[src/rtl/logic_unit_ctrl.sv]
// logic_unit_ctrl
// Sequential initiator for an external combinational 8-bit logic unit
// (AND/OR/XOR/NOT). Accepts a command, drives the unit, waits a fixed
// settle time, captures the result, cross-checks it against a locally
// computed value, and returns it on a valid/ready response port.
module logic_unit_ctrl #(
  parameter int WIDTH         = 8,
  parameter int SETTLE_CYCLES = 2,   // legal 1..15 (4-bit settle counter)
  parameter int CNT_WIDTH     = 16
) (
  input  logic                 clk,
  input  logic                 rst_n,
  // command port
  input  logic                 cmd_valid,
  output logic                 cmd_ready,
  input  logic [WIDTH-1:0]     cmd_x,
  input  logic [WIDTH-1:0]     cmd_y,
  input  logic [1:0]           cmd_op,
  // logic unit interface
  output logic [WIDTH-1:0]     lu_x,
  output logic [WIDTH-1:0]     lu_y,
  output logic                 lu_sel0,
  output logic                 lu_sel1,
  input  logic [WIDTH-1:0]     lu_f,
  // response port
  output logic                 rsp_valid,
  input  logic                 rsp_ready,
  output logic [WIDTH-1:0]     rsp_f,
  output logic [1:0]           rsp_op,
  output logic                 rsp_zero,
  output logic                 rsp_err,
  // status
  output logic                 busy,
  output logic [CNT_WIDTH-1:0] op_count
);

  typedef enum logic [1:0] {
    S_IDLE   = 2'd0,
    S_SETTLE = 2'd1,
    S_RESP   = 2'd2
  } state_t;

  // Counter loads SETTLE_CYCLES-1 so the capture edge lands exactly
  // SETTLE_CYCLES edges after the accept edge.
  localparam logic [3:0] SETTLE_LOAD = 4'(SETTLE_CYCLES - 1);

  state_t                 r_state;
  logic [3:0]             r_settle_cnt;
  logic [WIDTH-1:0]       r_lu_x;
  logic [WIDTH-1:0]       r_lu_y;
  logic                   r_sel0;
  logic                   r_sel1;
  logic [WIDTH-1:0]       r_rsp_f;
  logic [1:0]             r_rsp_op;
  logic                   r_rsp_zero;
  logic                   r_rsp_err;
  logic [CNT_WIDTH-1:0]   r_op_count;

  logic                   w_cmd_fire;
  logic                   w_rsp_fire;
  logic [WIDTH-1:0]       w_expected;

  // Handshakes; cmd_ready depends on state only, never on cmd_valid.
  assign cmd_ready  = (r_state == S_IDLE);
  assign rsp_valid  = (r_state == S_RESP);
  assign busy       = (r_state != S_IDLE);
  assign w_cmd_fire = cmd_valid  & cmd_ready;
  assign w_rsp_fire = rsp_valid  & rsp_ready;

  // Reference result, computed from the operands actually driven to the unit.
  always_comb begin
    w_expected = '0;
    case ({r_sel1, r_sel0})
      2'b00:   w_expected = r_lu_x & r_lu_y;
      2'b01:   w_expected = r_lu_x | r_lu_y;
      2'b10:   w_expected = r_lu_x ^ r_lu_y;
      default: w_expected = ~r_lu_x;
    endcase
  end

  // Control FSM: IDLE -> SETTLE -> RESP -> IDLE, all outputs registered.
  always_ff @(posedge clk or negedge rst_n) begin
    if (!rst_n) begin
      r_state      <= S_IDLE;
      r_settle_cnt <= '0;
      r_lu_x       <= '0;
      r_lu_y       <= '0;
      r_sel0       <= 1'b0;
      r_sel1       <= 1'b0;
      r_rsp_f      <= '0;
      r_rsp_op     <= 2'b00;
      r_rsp_zero   <= 1'b0;
      r_rsp_err    <= 1'b0;
      r_op_count   <= '0;
    end else begin
      case (r_state)
        S_IDLE: begin
          if (w_cmd_fire) begin
            r_lu_x       <= cmd_x;
            r_lu_y       <= cmd_y;
            r_sel0       <= cmd_op[0];
            r_sel1       <= cmd_op[1];
            r_settle_cnt <= SETTLE_LOAD;
            r_state      <= S_SETTLE;
          end
        end
        S_SETTLE: begin
          if (r_settle_cnt == 4'd0) begin
            r_rsp_f    <= lu_f;
            r_rsp_op   <= {r_sel1, r_sel0};
            r_rsp_zero <= ~|lu_f;
            r_rsp_err  <= (lu_f != w_expected);
            r_state    <= S_RESP;
          end else begin
            r_settle_cnt <= r_settle_cnt - 4'd1;
          end
        end
        S_RESP: begin
          // rsp_* hold until the consumer takes them; lu_* keep last value.
          if (w_rsp_fire) begin
            r_op_count <= r_op_count + CNT_WIDTH'(1);
            r_state    <= S_IDLE;
          end
        end
        default: r_state <= S_IDLE;
      endcase
    end
  end

  assign lu_x     = r_lu_x;
  assign lu_y     = r_lu_y;
  assign lu_sel0  = r_sel0;
  assign lu_sel1  = r_sel1;
  assign rsp_f    = r_rsp_f;
  assign rsp_op   = r_rsp_op;
  assign rsp_zero = r_rsp_zero;
  assign rsp_err  = r_rsp_err;
  assign op_count = r_op_count;

endmodule
[config.mk]
export PLATFORM = sky130hd
export DESIGN_NAME = logic_unit_ctrl
export DESIGN_NICKNAME = d
export VERILOG_FILES = /design/src/rtl/logic_unit_ctrl.sv
export SDC_FILE = /design/constraint.sdc
export NUM_CORES = 1
export LEC_CHECK = 0
export ABC_AREA = 0
export CAP_MARGIN = 20
export CORE_UTILIZATION = 45
export DETAILED_ROUTE_END_ITERATION = 12
export PLACE_DENSITY = 0.82
export SETUP_SLACK_MARGIN = 0.5
export SLEW_MARGIN = 20
export SYNTH_ARGS = -nofsm -noshare
export SYNTH_HDL_FRONTEND = slang
export SYNTH_SLANG_ARGS = --single-unit
[constraint.sdc]
create_clock -name clk -period 5.9 [get_ports clk]
set_clock_uncertainty 0.2 [all_clocks]
set_input_delay 0.59 -clock clk [delete_from_list [all_inputs] [get_ports clk]]
set_output_delay 0.59 -clock clk [all_outputs]
set_load 0.02 [all_outputs]
# [Word-level counts from Yosys, hierarchy flattened]
# Cells that the tools add are included.
[totals] in_bits=30 wordCells=48 regBits=52 output_inout_bits=49
[op_classes] eq_ne=9 reduce_logical=12 bitwise=6 n_mux=8 add_sub_neg=2
[op_table] cell="$pmux W8 S3" n=1
[op_table] cell="$add A16 B1 Y16 const B" n=1
[op_table] cell="$and A8 B8 Y8" n=1
[op_table] cell="$mux W4" n=2
[op_table] cell="$ne A8 B8 Y1" n=1
[op_table] cell="$not A8 Y8" n=1
[op_table] cell="$or A8 B8 Y8" n=1
[op_table] cell="$pmux W4 S2" n=1
[op_table] cell="$reduce_or A8 Y1" n=1
[op_table] cell="$xor A8 B8 Y8" n=1
[op_table] cell="$mux W2" n=3
[op_table] cell="$pmux W2 S3" n=1
[op_table] cell="$reduce_and A2 Y1" n=3
[op_table] cell="$reduce_and A3 Y1" n=2
[op_table] cell="$eq A2 B1 Y1 const B" n=2
[op_table] cell="$eq A2 B2 Y1 const B" n=2
[op_table] cell="$logic_not A2 Y1" n=2
[op_table] cell="$logic_not A4 Y1" n=1
[op_table] cell="$ne A2 B1 Y1 const B" n=2
[op_table] cell="$ne A2 B2 Y1 const B" n=2
[op_table] cell="$reduce_bool A2 Y1" n=2
[op_table] cell="$sub A4 B1 Y4 const B" n=1
[op_table] cell="$and A1 B1 Y1" n=2
[op_table] cell="$logic_not A1 Y1" n=1

# [Longest topological paths before layout]
[logic_depth] depth_word=4 ltp_mapped=8 depth_no_buf=8

# [Least setup slack after synthesis]
# No wires, ideal clock.
[synth_path] path_type="reg-to-reg" from="reg r_lu_x[6], in the netlist lu_x[6]" to="reg r_rsp_err, in the netlist rsp_err" arrival_time_ns=1.798 setup_ns=0.132 stages_incl_launch_ff=8 synth_period_minus_slack_ns=2.130 path_buffers=0 required_time_ns=5.568 path_slack_ns=3.770 cell_sequence="dfrtp_1 > inv_1 > ha_1 > mux4_2 > xnor2_1 > nand2_1 > nor4b_2 > a22oi_1"
[synth_via] elab_chain_len=3 word_cells_on_any_way=6 cone_classes="eq/ne (1); mux (1); bitwise (4)"
[synth_lines] element="start, declared" line="49" text="logic [WIDTH-1:0] r_lu_x;"
[synth_lines] element="start signal, assigned" line="99" text="r_lu_x <= cmd_x;"
[synth_lines] element="$xor A8 B8 Y8, or another cell as far along" line="76" text="2'b10: w_expected = r_lu_x ^ r_lu_y;"
[synth_lines] element="$pmux W8 S3 *" line="73" text="case ({r_sel1, r_sel0})"
[synth_lines] element="$ne A8 B8 Y1 *" line="112" text="r_rsp_err <= (lu_f != w_expected);"
[synth_lines] element="end signal, assigned" line="112"
[synth_lines] element="end, declared" line="56" text="logic r_rsp_err;"
# Every way passes the cells marked *; elsewhere a longest branch is shown, timed or not.
# A chain may end at the register's enable or synchronous reset.

# [Final worst setup path]
[layout_path] from="reg r_sel0, in the netlist lu_sel0" to="out lu_sel0"
[layout_rtl] element="start, declared" line="51" text="logic r_sel0;"
[layout_rtl] element="start signal, assigned" line="101" text="r_sel0 <= cmd_op[0];"
[layout_rtl] element="end, declared" line="22" text="output logic lu_sel0,"
# No word-level cell between the ends.

==> summary.md <==
| Metric | Value |
|---|---|
| Run status | `completed` |
| Fin. Hold Viols | `0` |
| Setup ws final | `3.13 ns` |
| Slew @ Worst Pin | `0.872 ns` |
| Crit-path cells | `clkdlybuf4s50_1` |
| Post-CTS Setup Inserts | `0` |
| Seq cells post-synth | `52` |
| GRT Max-Usage Layer | `met2` |
| Final #Nets | `390` |
| Place WS | `3.23 ns` |
| Max-cap viol count | `0` |
| DR pass1 iterations | `4` |
| Layout cells sized above 1 | `5.85%` |
| Drc violations | `0` |
| Routability Congestion | `0.788` |
| CTS buffer count | `5` |
| Worst Path Arrival | `1.98 ns` |
| CTS tree | `built` |
| Clock Latency Late Sink | `0.30 ns` |
| Crit path required time | `5.11 ns` |
| Die width | `79.8 um` |
| Syn Inst Count | `264` |
| Leakage | `1.58 nW` |
| Initial antenna violation count | `0` |
| PwrDens | `495 nW/um^2` |
| DR iter-0 viols | `84` |
| Critical Path Start Type | `flip-flop` |
| CP bufs+invs | `1` |
| # rows | `27` |
| Clock Path Buffers | `2` |
| # port buffers | `78` |
| R2r setup slk | `3.44 ns` |
| Synth Cell Area | `2720 sq um` |
| DR vias | `2080` |
| Met2 GRT Util | `34.3%` |
| Final ANT Viol Nets | `0` |
| Final min period | `2.77 ns` |
| Initial Utilization | `48.0%` |
| Slew Viols, Final | `0` |
| # diodes | `0` |
| Final worst path period share | `47.0%` |
| Sum Neg Setup Slack | `0 ns` |
| Worst Path Max Fanout | `27` |
| Syn Nets | `313` |
| Wirelength per Cell | `14.1 um` |
| Slowest stage delay, CP | `0.92 ns` |
| Syn-to-layout area delta | `33.4%` |
| Post-synthesis cell type count | `35` |
| Hold Crit Class | `in -> async` |
| Met3 Track Usage GR | `3.77%` |
| Post-CTS Hold Buffers | `0` |
| Die ar. | `6370 sq um` |
| Ys Warns | `0` |
| Post-detail-place hpwl | `4380 um` |
| # clock sinks | `52` |
| CTS clk-pin slew, worst paths | `0.10 ns` |
| Ports | `79` |
| FMAX | `361 MHz` |
| Vias in the first global route | `2140` |
| Slew headroom | `41.9%` |
| Grt ovf | `0` |
| Global-route wire length before repair | `9780 um` |
| Die H | `79.8 um` |
| Slowest-stage cell, CP | `dfrtp_1` |
| Commonest non-fill, non-tap cell in the layout | `clkdlybuf4s50_1` |
| Worst setup EP type | `output pin` |
| Kind of cell adding the most delay to the critical path | `flip-flops` |
| CP Class | `reg -> out` |
| Hold slack | `0.185 ns` |
| Drt via density | `5.02` |
| Mapped Avg Cell Area | `10.3 sq um` |
| CTS Root Cell | `clkbuf_8` |
| H-Tree Depth | `2` |
| Post-CTS resize count | `0` |
| # setup viols final | `0` |
| Post-Route WL | `5850 um` |
| Total global-route track usage | `20.1%` |
| Core box area | `5680 sq um` |
| RSZ-0062 raised after global routing | `false` |
| Sequential area share after synthesis | `47.8%` |
| Commonest non-fill, non-tap cells in the layout | `clkdlybuf4s50_1 (77), dfrtp_1 (52), nand2_1 (35), xnor2_1 (26), inv_1 (23)` |
| IR drop worst, VDD | `0.319 mV` |
| Largest net degree at the start of global routing | `53` |
| Met1 Use GR | `25.0%` |
## logic make-up (layout without fill, tap and decap cells)
| group | after synthesis | count (layout) | share of synthesized area (%) |
|---|---|---|---|
| AO/OA/AOI/OAI | 34 | 34 | 6.43 |
| flip-flops | 52 | 52 | 47.8 |
| buffers and inverters | 33 | 111 | 5.28 |
| AND/OR/NAND/NOR | 78 | 78 | 14.1 |
| XOR/XNOR | 31 | 31 | 9.97 |
| multiplexers | 17 | 17 | 7.72 |
| adder cells (fa/ha/maj) | 19 | 19 | 8.73 |
## layer usage
metal	wire [um]	up-vias
met4	122	0
met2	2850	46
met1	2620	993
met5	0	-
met3	258	9
li1	-	1032
## cell usage after synthesis
| cell type | number | area share [%] |
|---|---|---|
| nor3b_1 | 2 | 0.55 |
| or2_1 | 1 | 0.23 |
| inv_2 | 1 | 0.14 |
| nor4_2 | 1 | 0.46 |
| mux2_2 | 5 | 2.1 |
| and2_1 | 2 | 0.46 |
| xor2_1 | 5 | 1.6 |
| mux2i_1 | 3 | 1.1 |
| nor4_1 | 3 | 0.69 |
| nand2b_1 | 1 | 0.23 |
| o31ai_1 | 1 | 0.28 |
| nor2_1 | 15 | 2.1 |
| ha_1 | 19 | 8.7 |
| clkbuf_1 | 2 | 0.28 |
| o21ai_1 | 1 | 0.18 |
| nor4b_2 | 1 | 0.55 |
| mux4_2 | 2 | 1.7 |
| nand4_1 | 7 | 1.6 |
| a21oi_1 | 10 | 1.8 |
| buf_6 | 2 | 0.83 |
| nor2b_1 | 1 | 0.23 |
| inv_1 | 23 | 3.2 |
| a22oi_1 | 1 | 0.28 |
| nand3_1 | 4 | 0.74 |
| or3b_1 | 1 | 0.32 |
| and4_1 | 2 | 0.64 |
| buf_1 | 1 | 0.14 |
| nand2_1 | 35 | 4.8 |
| xnor2_1 | 26 | 8.4 |
| nor3_1 | 1 | 0.18 |
| nand3b_1 | 1 | 0.28 |
| o21ai_0 | 21 | 3.9 |
| buf_2 | 4 | 0.74 |
| dfrtp_1 | 52 | 48 |
| mux2_1 | 7 | 2.9 |
## stage by stage
stage	utilization, %	power (mW)	area [sq um]	instances
detailed placement	62.4	1.61	3540	406
global route	64.0	1.94	3630	414
global placement	62.4	1.56	3540	406
finish	64.0	1.80	3630	414
floorplan	-	1.23	2720	264
CTS	64.0	1.82	3630	414
## layout make-up
| class | count | area (sq um) |
|---|---|---|
| multi-input cells | 179 | 1280 |
| clock inverters | 2 | 16.3 |
| repair buffers | 79 | 783 |
| clock buffers | 6 | 72.6 |
| well taps | 72 | 90.1 |
| inverters | 24 | 90.1 |
| flip-flops and latches | 52 | 1300 |
| fillers | 473 | 2040 |
## sequential cells by signal, summed over array words and instances (netlist names)
name,cells
op_count,16
lu_x,8
lu_y,8
rsp_f,8
r_settle_cnt,4
r_state,2
rsp_op,2
lu_sel0,1
lu_sel1,1
rsp_err,1
rsp_zero,1
## power by group
part,internal (mW),switching (mW)
registers,0.485,0.144
clock network,0.0847,0.122
logic,0.479,0.484
## worst paths after layout
path / start / end / cells past startpoint
max in group asynchronous: rst_n / r_settle_cnt[3] / 2
setup / recovery: lu_sel0 / lu_sel0 / 1
setup reg to reg: lu_sel0 / rsp_err / 5
hold reg to reg: op_count[15] / op_count[15] / 1
min in group clk: op_count[15] / op_count[15] / 1
hold / removal: rst_n / op_count[11] / 2
Note: power is estimated with default switching activity, not from simulation.
